### src/rtl/axis_sa_arb.sv
// Packet-granular round-robin arbiter that shares one axis_sa array among N stream requesters.
// A tag FIFO remembers the owner of each accepted packet and steers output packets back in order.
module axis_sa_arb #(
  parameter int unsigned N     = 2,
  parameter int unsigned R     = 4,
  parameter int unsigned C     = 8,
  parameter int unsigned WX    = 4,
  parameter int unsigned WK    = 8,
  parameter int unsigned WY    = 16,
  parameter int unsigned DEPTH = 4
) (
  input  logic                clk_i,
  input  logic                rst_i,
  input  logic [N-1:0]        s_valid_i,
  input  logic [N-1:0]        s_last_i,
  output logic [N-1:0]        s_ready_o,
  input  logic [N*R*WX-1:0]   sx_data_i,
  input  logic [N*C*WK-1:0]   sk_data_i,
  output logic                a_valid_o,
  output logic                a_last_o,
  input  logic                a_ready_i,
  output logic [R*WX-1:0]     ax_data_o,
  output logic [C*WK-1:0]     ak_data_o,
  input  logic                y_valid_i,
  input  logic                y_last_i,
  output logic                y_ready_o,
  input  logic [R*WY-1:0]     y_data_i,
  output logic [N-1:0]        m_valid_o,
  output logic [N-1:0]        m_last_o,
  input  logic [N-1:0]        m_ready_i,
  output logic [N*R*WY-1:0]   m_data_o,
  output logic                busy_o,
  output logic                err_o
);

  localparam int unsigned TW = (N > 1) ? $clog2(N) : 1;
  localparam int unsigned AW = $clog2(DEPTH);
  localparam int unsigned CW = AW + 1;

  typedef enum logic {StIdle, StLock} state_e;

  state_e        state_q, state_d;
  logic [TW-1:0] gnt_q, gnt_d;
  logic [TW-1:0] ptr_q, ptr_d;
  logic          err_q;

  logic [TW-1:0] tag_mem_q [DEPTH];
  logic [AW-1:0] wr_q, rd_q;
  logic [CW-1:0] count_q;

  logic          empty, full, push, pop;
  logic [TW-1:0] head;
  logic          win_vld;
  logic [TW-1:0] win_idx, cand;

  assign empty = (count_q == '0);
  assign full  = (count_q == CW'(DEPTH));
  assign head  = tag_mem_q[rd_q];

  // First requester with valid set, scanning upward from ptr with wrap.
  always_comb begin
    win_vld = 1'b0;
    win_idx = '0;
    cand    = '0;
    for (int unsigned k = 0; k < N; k++) begin
      cand = TW'((32'(ptr_q) + k) % N);
      if (!win_vld && s_valid_i[cand]) begin
        win_vld = 1'b1;
        win_idx = cand;
      end
    end
  end

  always_comb begin
    state_d   = state_q;
    gnt_d     = gnt_q;
    ptr_d     = ptr_q;
    a_valid_o = 1'b0;
    a_last_o  = 1'b0;
    ax_data_o = '0;
    ak_data_o = '0;
    s_ready_o = '0;
    push      = 1'b0;
    unique case (state_q)
      StIdle: begin
        // Full check at grant time guarantees a locked packet can always push its tag.
        if (win_vld && !full) begin
          gnt_d   = win_idx;
          state_d = StLock;
        end
      end
      StLock: begin
        a_valid_o        = s_valid_i[gnt_q];
        a_last_o         = s_last_i[gnt_q];
        ax_data_o        = sx_data_i[gnt_q*R*WX +: R*WX];
        ak_data_o        = sk_data_i[gnt_q*C*WK +: C*WK];
        s_ready_o[gnt_q] = a_ready_i;
        if (a_valid_o && a_ready_i && a_last_o) begin
          push    = 1'b1;
          ptr_d   = (gnt_q == TW'(N - 1)) ? '0 : gnt_q + 1'b1;
          state_d = StIdle;
        end
      end
      default: state_d = StIdle;
    endcase
  end

  always_comb begin
    m_valid_o = '0;
    m_last_o  = '0;
    for (int i = 0; i < N; i++) begin
      m_valid_o[i] = y_valid_i && !empty && (head == TW'(i));
      m_last_o[i]  = y_last_i && m_valid_o[i];
    end
  end

  assign y_ready_o = !empty && m_ready_i[head];
  assign pop       = y_valid_i && y_ready_o && y_last_i;
  // Broadcast is gated so every output reads zero during reset.
  assign m_data_o  = rst_i ? '0 : {N{y_data_i}};
  assign busy_o    = (state_q == StLock) || !empty;
  assign err_o     = err_q;

  always_ff @(posedge clk_i or posedge rst_i) begin
    if (rst_i) begin
      state_q <= StIdle;
      gnt_q   <= '0;
      ptr_q   <= '0;
      err_q   <= 1'b0;
    end else begin
      state_q <= state_d;
      gnt_q   <= gnt_d;
      ptr_q   <= ptr_d;
      err_q   <= err_q | (y_valid_i & empty);
    end
  end

  always_ff @(posedge clk_i or posedge rst_i) begin
    if (rst_i) begin
      wr_q    <= '0;
      rd_q    <= '0;
      count_q <= '0;
    end else begin
      if (push) wr_q <= wr_q + 1'b1;
      if (pop)  rd_q <= rd_q + 1'b1;
      unique case ({push, pop})
        2'b10:   count_q <= count_q + 1'b1;
        2'b01:   count_q <= count_q - 1'b1;
        default: count_q <= count_q;
      endcase
    end
  end

  always_ff @(posedge clk_i) begin
    if (push) tag_mem_q[wr_q] <= gnt_q;
  end

endmodule

### config.mk
export PLATFORM = sky130hd
export DESIGN_NAME = axis_sa_arb
export DESIGN_NICKNAME = d
export VERILOG_FILES = /design/src/rtl/axis_sa_arb.sv
export SDC_FILE = /design/constraint.sdc
export NUM_CORES = 1
export LEC_CHECK = 0
export ABC_CLOCK_PERIOD_IN_PS = 4920
export CAP_MARGIN = 20
export CORE_AREA = 3 3 178 180
export DETAILED_ROUTE_END_ITERATION = 12
export DIE_AREA = 0 0 181 183
export GPL_ROUTABILITY_DRIVEN = 1
export RECOVER_POWER = 50
export SLEW_MARGIN = 10
export SYNTH_ARGS = -nofsm -noshare
export SYNTH_HDL_FRONTEND = slang
export SYNTH_SLANG_ARGS = --single-unit
export TNS_END_PERCENT = 20
### constraint.sdc
create_clock -name clk_i -period 4.92 [get_ports clk_i]
set_clock_uncertainty 0.15 [all_clocks]
set_input_delay 1.23 -clock clk_i [delete_from_list [all_inputs] [get_ports clk_i]]
set_output_delay 1.23 -clock clk_i [all_outputs]
set_load 0.05 [all_outputs]
Word level (Yosys, flattened, before mapping)
Memories as Yosys holds them, arrays and structs flattened.
Cells that the tools add are included.
{ "classes": {"add_sub_neg": 6, "n_lt_le_gt_ge": 5, "eq_ne": 3, "shift": 2, "n_mux": 31, "n_bitwise": 5, "n_reduce_logical": 21} }
{ "ops": {"columns": ["operator", "n"], "rows": [
  ["128-bit two-way mux", 1],
  ["128-bit by 8-bit variable part select with 64-bit output", 1],
  ["64-bit two-way mux", 1],
  ["32-bit by 6-bit variable part select with 16-bit output", 1],
  ["1-bit two-way mux", 24],
  ["16-bit two-way mux", 1],
  ["1-bit logical AND", 13],
  ["1-bit by 2-bit less-than comparator with 1-bit output (second input constant)", 4],
  ["3-bit case mux with 2 select lines", 1],
  ["2-bit by 1-bit adder with 2-bit output (second input constant)", 2],
  ["2-bit AND reduction", 2],
  ["3-bit by 1-bit adder with 3-bit output (second input constant)", 1],
  ["3-bit == test (second input constant)", 1],
  ["1-bit zero test", 3],
  ["3-bit zero test", 1],
  ["3-bit by 1-bit subtractor with 3-bit output (second input constant)", 1],
  ["1-bit adder (second input constant)", 2],
  ["2-bit AND", 1],
  ["2-bit by 1-bit == test with 1-bit output (second input constant)", 1],
  ["2-bit == test (second input constant)", 1],
  ["2-bit two-way mux", 1],
  ["1-bit inverter", 2],
  ["1-bit case mux with 2 select lines", 1],
  ["2-bit nonzero test", 1],
  ["other kinds (5)", 5]
]} }
{ "word_totals": {"reg_bits": 11, "ram_bits": 4, "in_bits": 235, "out_inout_bits": 219, "elab_cells": 81, "mem_count": 1} }
{ "memory_table": {"columns": ["memory", "words", "word_bits", "rd", "rd_ports_with_merged_regs", "write_ports", "line", "rtl"], "rows": [
  ["tag_mem_q", 4, 1, 1, 0, 1, "47", "logic [TW-1:0] tag_mem_q [DEPTH];"]
]} }

Depth between registers and ports, before layout
Gate-level depths: netlist (run 1).
{ "logic_depth": {"word_depth": 9, "mapped_depth": 10, "mapped_depth_nobuf": 9} }

Least setup slack after synthesis (run 1)
OpenSTA, ideal clock, no wires.
{ "synth_path": {"path_type": "input -> output", "startpoint": "input port rst_i", "endpoint": "output port m_data_o[100]", "t_arrival_ns": 2.702, "required_time_ns": 3.540, "path_slack_ns": 0.838, "stages": 4, "n_path_buf": 3, "path_cell_list": "clkbuf_1 > clkbuf_1 > nor2b_1 > buf_4"} }
{ "synth_between": {"elab_chain_len": 1} }
{ "synth_rtl": {"columns": ["item", "line", "rtl"], "rows": [
  ["from (decl)", "13", "input logic rst_i,"],
  ["128-bit two-way mux", "120", "assign m_data_o = rst_i ? '0 : {N{y_data_i}};"],
  ["to (decl)", "31", "output logic [N*R*WY-1:0] m_data_o,"]
]} }
No other way between the ends.

Worst setup path after layout (run 1)
{ "layout_path": {"startpoint": "input port rst_i", "endpoint": "output port m_data_o[26]"} }
Same word-level chain as after synthesis.

==> reports/metrics.cfg, run 1 <==
[outcome]
status=complete, no violations

[global_routing]
overflow=0
grtUsageTotal_pct=10.3
grt_pass1_vias=4287
antenna_found_initial=2
grt_pass1_wl_um=26700
grt_start_max_net_pins=77

[pwr]
p_total_mw=3.49
powerDensity_nw_per_um2=465
leakage_nw=3.12
vdd_drop_max_uv=342

[clock_tree]
cts_setup_buffers=0
cts_root_buf=clkbuf_16
clk_latency_ns=0.24
ctsResizeCount=0
cts_made_buffers=3
clock_sinks=15
clock_path_buffers=2
htree_num_levels=1
ctsHoldBuffers=0
cts.reportedPaths.clkPinSlew_ns=0.05
cts_tree=yes

[setup_path]
worst-path-buf-inv=3
crit_path_end_kind=output port
r2r_cells=9
criticalPathCategory=in2out
critPathSlowestCell=clkdlybuf4s50_1
worstPathArrival_ns=2.96
start_kind=input pin
path_delay_family=buffers and inverters
ff2ff_setup_slack_ns=1.82
reg2reg_to=count_q[2]
cp_slowest_stage_delay_ns=0.88
cp_max_fo=31
worstPathCellList=buf_2 -> buf_4 -> nor2b_1 -> clkdlybuf4s50_1
cp-startpoint=rst_i
crit_required_ns=3.54
rr_startpoint=gnt_q

[min_path]
hold_path.class=reg2reg
holdPathEnd=err_o
holdPathStages=1
hp-start=err_o

[route]
drt_wl_total_um=19300
firstDrtPassIters=4
drtIter0Drc=74
wl_per_cell_um=16.6
detail-route-antenna-nets=0
drc=0
vias_per_cell=3.49
route.vias.total=4067

[floorplanning]
rows=64
start_util_pct=9.62
pin_count=454
dieArea_um2=33100
core_um2=30300
fp.dieH_um=183
die_width_um=181

[placed_design]
dp_cells=1160
place_area_um2=7450
portBuffers=453
pre_cts_ws_ns=0.542
hpwl_um=17700
routabilityCongestion=0.780

[timing]
worstMarginPinSlew_ns=0.858
rsz0062_at_grt=no
timing.hold.ws_ns=0.303
finalCriticalPeriod_ns=4.34
drv_slew=0
final-setup-viol-count=0
setup_tns_ns=0
relSlewSlack_pct=42.8
min_period_over_period_pct=88.2
fin_ws_ns=0.583
hold_viol=0
fmax_ghz=0.231

[synth]
synth_seq_area_share_pct=13.5
synth_seq_cells=15
ys_types=32
syn_inst=391
syn_avg_cell_area_um2=7.47
synth_fp_nets=632
synthesis.area_um2=2920
yosys_warnings=0

[final_layout]
fin_nets=1010
area_growth_pct=157
final_area_um2=7520
layout.cells.non_filler=1165
post-route-util_pct=24.8
drive_gt1_share_pct=2.60

[flow_run]
drv_cap=0

## synthesized netlist by cell type
cell type | instances | share of area, %
nor2_2 | 1 | 0.21
inv_1 | 8 | 1.0
fa_1 | 1 | 0.69
a31oi_1 | 2 | 0.43
nor2b_1 | 65 | 14
buf_2 | 9 | 1.5
xnor2_1 | 2 | 0.60
nand3b_1 | 1 | 0.26
buf_1 | 3 | 0.39
nor3b_2 | 1 | 0.43
ha_1 | 5 | 2.1
mux2i_1 | 83 | 28
and3_2 | 1 | 0.26
nand2_1 | 5 | 0.64
and2_1 | 4 | 0.86
nand3_1 | 2 | 0.34
a21oi_1 | 2 | 0.34
and3_1 | 1 | 0.21
or3_1 | 1 | 0.21
buf_4 | 64 | 16
mux4_2 | 1 | 0.77
xor2_1 | 4 | 1.2
a21boi_0 | 1 | 0.26
dfrtp_1 | 11 | 9.4
a21oi_2 | 1 | 0.30
a21o_1 | 1 | 0.26
mux2i_2 | 1 | 0.47
nor3_1 | 1 | 0.17
edfxtp_1 | 4 | 4.1
clkbuf_1 | 14 | 1.8
nor2_1 | 88 | 11
o21ai_0 | 3 | 0.51
## cell type report
class / instances / area [µm²]
antenna: 1 / 2.50
clock buffer: 3 / 75.1
clock inverter: 1 / 5.00
fill: 3325 / 22800
inverter: 8 / 30.0
multi-input combinational: 278 / 1890
sequential: 15 / 399
tap: 396 / 495
timing repair buffer: 463 / 4620
## sequential cells by signal, summed over array words and instances (netlist names)
| register | count |
|---|---|
| state_q | 1 |
| wr_q | 2 |
| tag_mem_q | 4 |
| ptr_q | 1 |
| count_q | 3 |
| rd_q | 2 |
| gnt_q | 1 |
| err_o | 1 |
## power by group
group / switching (mW) / leakage, nW / internal [mW]
Sequential: 0.135 / 0.160 / 0.182
Combinational: 1.97 / 2.92 / 1.05
Clock: 0.0472 / 0.0409 / 0.108
Total: 2.15 / 3.12 / 1.34
## metal layers
| metal | vias up | global-route usage [%] | share of wire [%] |
|---|---|---|---|
| met1 | 1811 | 11.8 | 39 |
| met3 | 14 | 2.86 | 9.2 |
| met2 | 286 | 19.7 | 51 |
| met5 | - | 0 | 0 |
| li1 | 1956 | - | - |
| met4 | 0 | 1.52 | 1.3 |
## worst max path at each step
stage,endpoint,cells past startpoint
5_1_grt,m_data_o[104],4
2_1_floorplan,m_data_o[100],4
6_report,m_data_o[26],4
4_1_cts,m_data_o[26],4
3_3_place_gp,m_data_o[104],4
3_5_place_dp,m_data_o[26],4
## cells in the final DEF, fill, tap and decap left out, types with 3 or more instances in the layout
master / instances
edfxtp_1: 4
mux2i_1: 83
clkbuf_16: 3
dfrtp_1: 10
buf_4: 8
ha_1: 5
nor2b_1: 65
clkdlybuf4s50_1: 356
inv_1: 7
and2_0: 4
nor2_1: 89
dlygate4sd3_1: 94
o21ai_0: 3
nand2_1: 5
a21oi_1: 3
xor2_1: 4
## logic make-up after synthesis
logic type                 after synthesis  synth area share, %
muxes                                   85                 29.7
AOI/OAI and AO/OA                       10                 2.10
adders and majority gates                6                 2.83
and+or+nand+nor                        171                 28.8
DFF                                     15                 13.5
xor gates and xnor gates                 6                 1.80
buffers and inverters                   98                 21.2
(Power assumes the default switching activity.)
==> run 2, diff against run 1 <==
--- a/config.mk
+++ b/config.mk
@@ -11,6 +11,7 @@
 export DETAILED_ROUTE_END_ITERATION = 12
 export DIE_AREA = 0 0 181 183
 export GPL_ROUTABILITY_DRIVEN = 1
+export PLACE_DENSITY = 0.44
 export RECOVER_POWER = 50
 export SLEW_MARGIN = 10
 export SYNTH_ARGS = -nofsm -noshare
==> reports/metrics.cfg, run 2 (synthesis gave the netlist of run 1 again) <==
[timing]
drv_slew=46
min_period_over_period_pct=90.0
fmax_ghz=0.226
relSlewSlack_pct=-2.08
timing.hold.ws_ns=0.313
setup_tns_ns=0
final-setup-viol-count=0
finalCriticalPeriod_ns=4.43
hold_viol=0
rsz0062_at_grt=no
worstMarginPinSlew_ns=1.53

[floorplanning]
die_width_um=181
start_util_pct=9.62
rows=64
pin_count=454
dieArea_um2=33100
fp.dieH_um=183
core_um2=30300

[setup_path]
crit_path_end_kind=output port
rr_startpoint=gnt_q
crit_required_ns=3.54
ff2ff_setup_slack_ns=2.11
reg2reg_to=count_q[2]
worstPathArrival_ns=3.05
cp_max_fo=4
start_kind=input pin
r2r_cells=10
criticalPathCategory=in2out

[min_path]
hp-start=err_o
holdPathEnd=err_o
hold_path.class=reg2reg
holdPathStages=1

[final_layout]
area_growth_pct=158
final_common_cell=clkdlybuf4s50_1
regMostFlops=tag_mem_q
largest_reg_flops=4
fillCellCount=3345
fin_nets=1013
final_cell_mix=clkdlybuf4s50_1, dlygate4sd3_1, nor2_1
top_regs=tag_mem_q (4), count_q (3)
drive_gt1_share_pct=2.72
final_area_um2=7530
layout.cells.non_filler=1168

[clock_tree]
clock_path_buffers=2
cts.reportedPaths.clkPinSlew_ns=0.05
ctsHoldBuffers=0
cts_root_buf=clkbuf_16
ctsResizeCount=0
cts_tree=yes
clk_latency_ns=0.24
htree_num_levels=1
cts_setup_buffers=0
cts_made_buffers=3
clock_sinks=15

[route]
vias_per_cell=3.46
drt_wl_total_um=20400
wl_per_cell_um=17.5
route.vias.total=4041
detail-route-antenna-nets=0
drc=0
drtIter0Drc=36
firstDrtPassIters=4

[global_routing]
overflow=0
grt_start_max_net_pins=57
grt_pass1_vias=4344
antenna_found_initial=5
grtUsageTotal_pct=11.2
grt_pass1_wl_um=28200

[placed_design]
routabilityCongestion=0.833
portBuffers=453
hpwl_um=18600
place_area_um2=7470
dp_cells=1163

[flow_run]
drv_cap=1

[pwr]
powerDensity_nw_per_um2=464
p_total_mw=3.49
vdd_drop_max_uv=354
leakage_nw=3.12

[outcome]
failed_checks=max-capacitance violations, max-slew violations
status=finished, violations left

## run 2: how the worst max path moves through the flow
stage / slack [ns] / startpoint / end
after CTS: 0.47 / rst_i / m_data_o[47]
after detailed placement: 0.47 / rst_i / m_data_o[47]
after global placement: 0.50 / rst_i / m_data_o[1]
after global routing: 0.26 / state_q / ak_data_o[32]
final: 0.49 / y_valid_i / m_last_o[0]
after floorplan: 0.84 / rst_i / m_data_o[100]
## run 2: area by class of cell
| class | count | area, µm² | share of cell area, % |
|---|---|---|---|
| clock inverters | 1 | 5.00 | 0.0665 |
| repair buffers | 466 | 4630 | 61.5 |
| flip-flops and latches | 15 | 399 | 5.30 |
| multi-input cells | 278 | 1890 | 25.2 |
| clock buffers | 3 | 75.1 | 0.997 |
| inverters | 8 | 30.0 | 0.399 |
| well taps | 396 | 495 | 6.58 |
| diodes | 1 | 2.50 | 0.0332 |
## run 2: critical path, cell delays in order
cell and delay [ns]:
dlygate4sd3_1 0.60, nand3_1 0.20, nor2_1 0.19, clkdlybuf4s50_1 0.83
## run 2: through the flow
step / util (%) / setup WS [ns]
2_1_floorplan: - / 0.838
3_3_place_gp: 24.6 / 0.496
3_5_place_dp: 24.6 / 0.471
4_1_cts: 24.9 / 0.471
5_1_grt: 24.8 / 0.259
6_report: 24.8 / 0.493
## run 2: per-layer routing
layer	GRT usage (%)	vias to the layer above	share of wire, %
met4	1.61	0	1.3
met2	22.6	282	54
met3	3.33	14	9.9
li1	-	1958	-
met5	0	-	0
met1	11.6	1787	35
## run 2: report_power, final
part | internal [mW] | switching (mW)
Clock | 0.108 | 0.0474
Sequential | 0.183 | 0.126
Combinational | 1.04 | 1.98
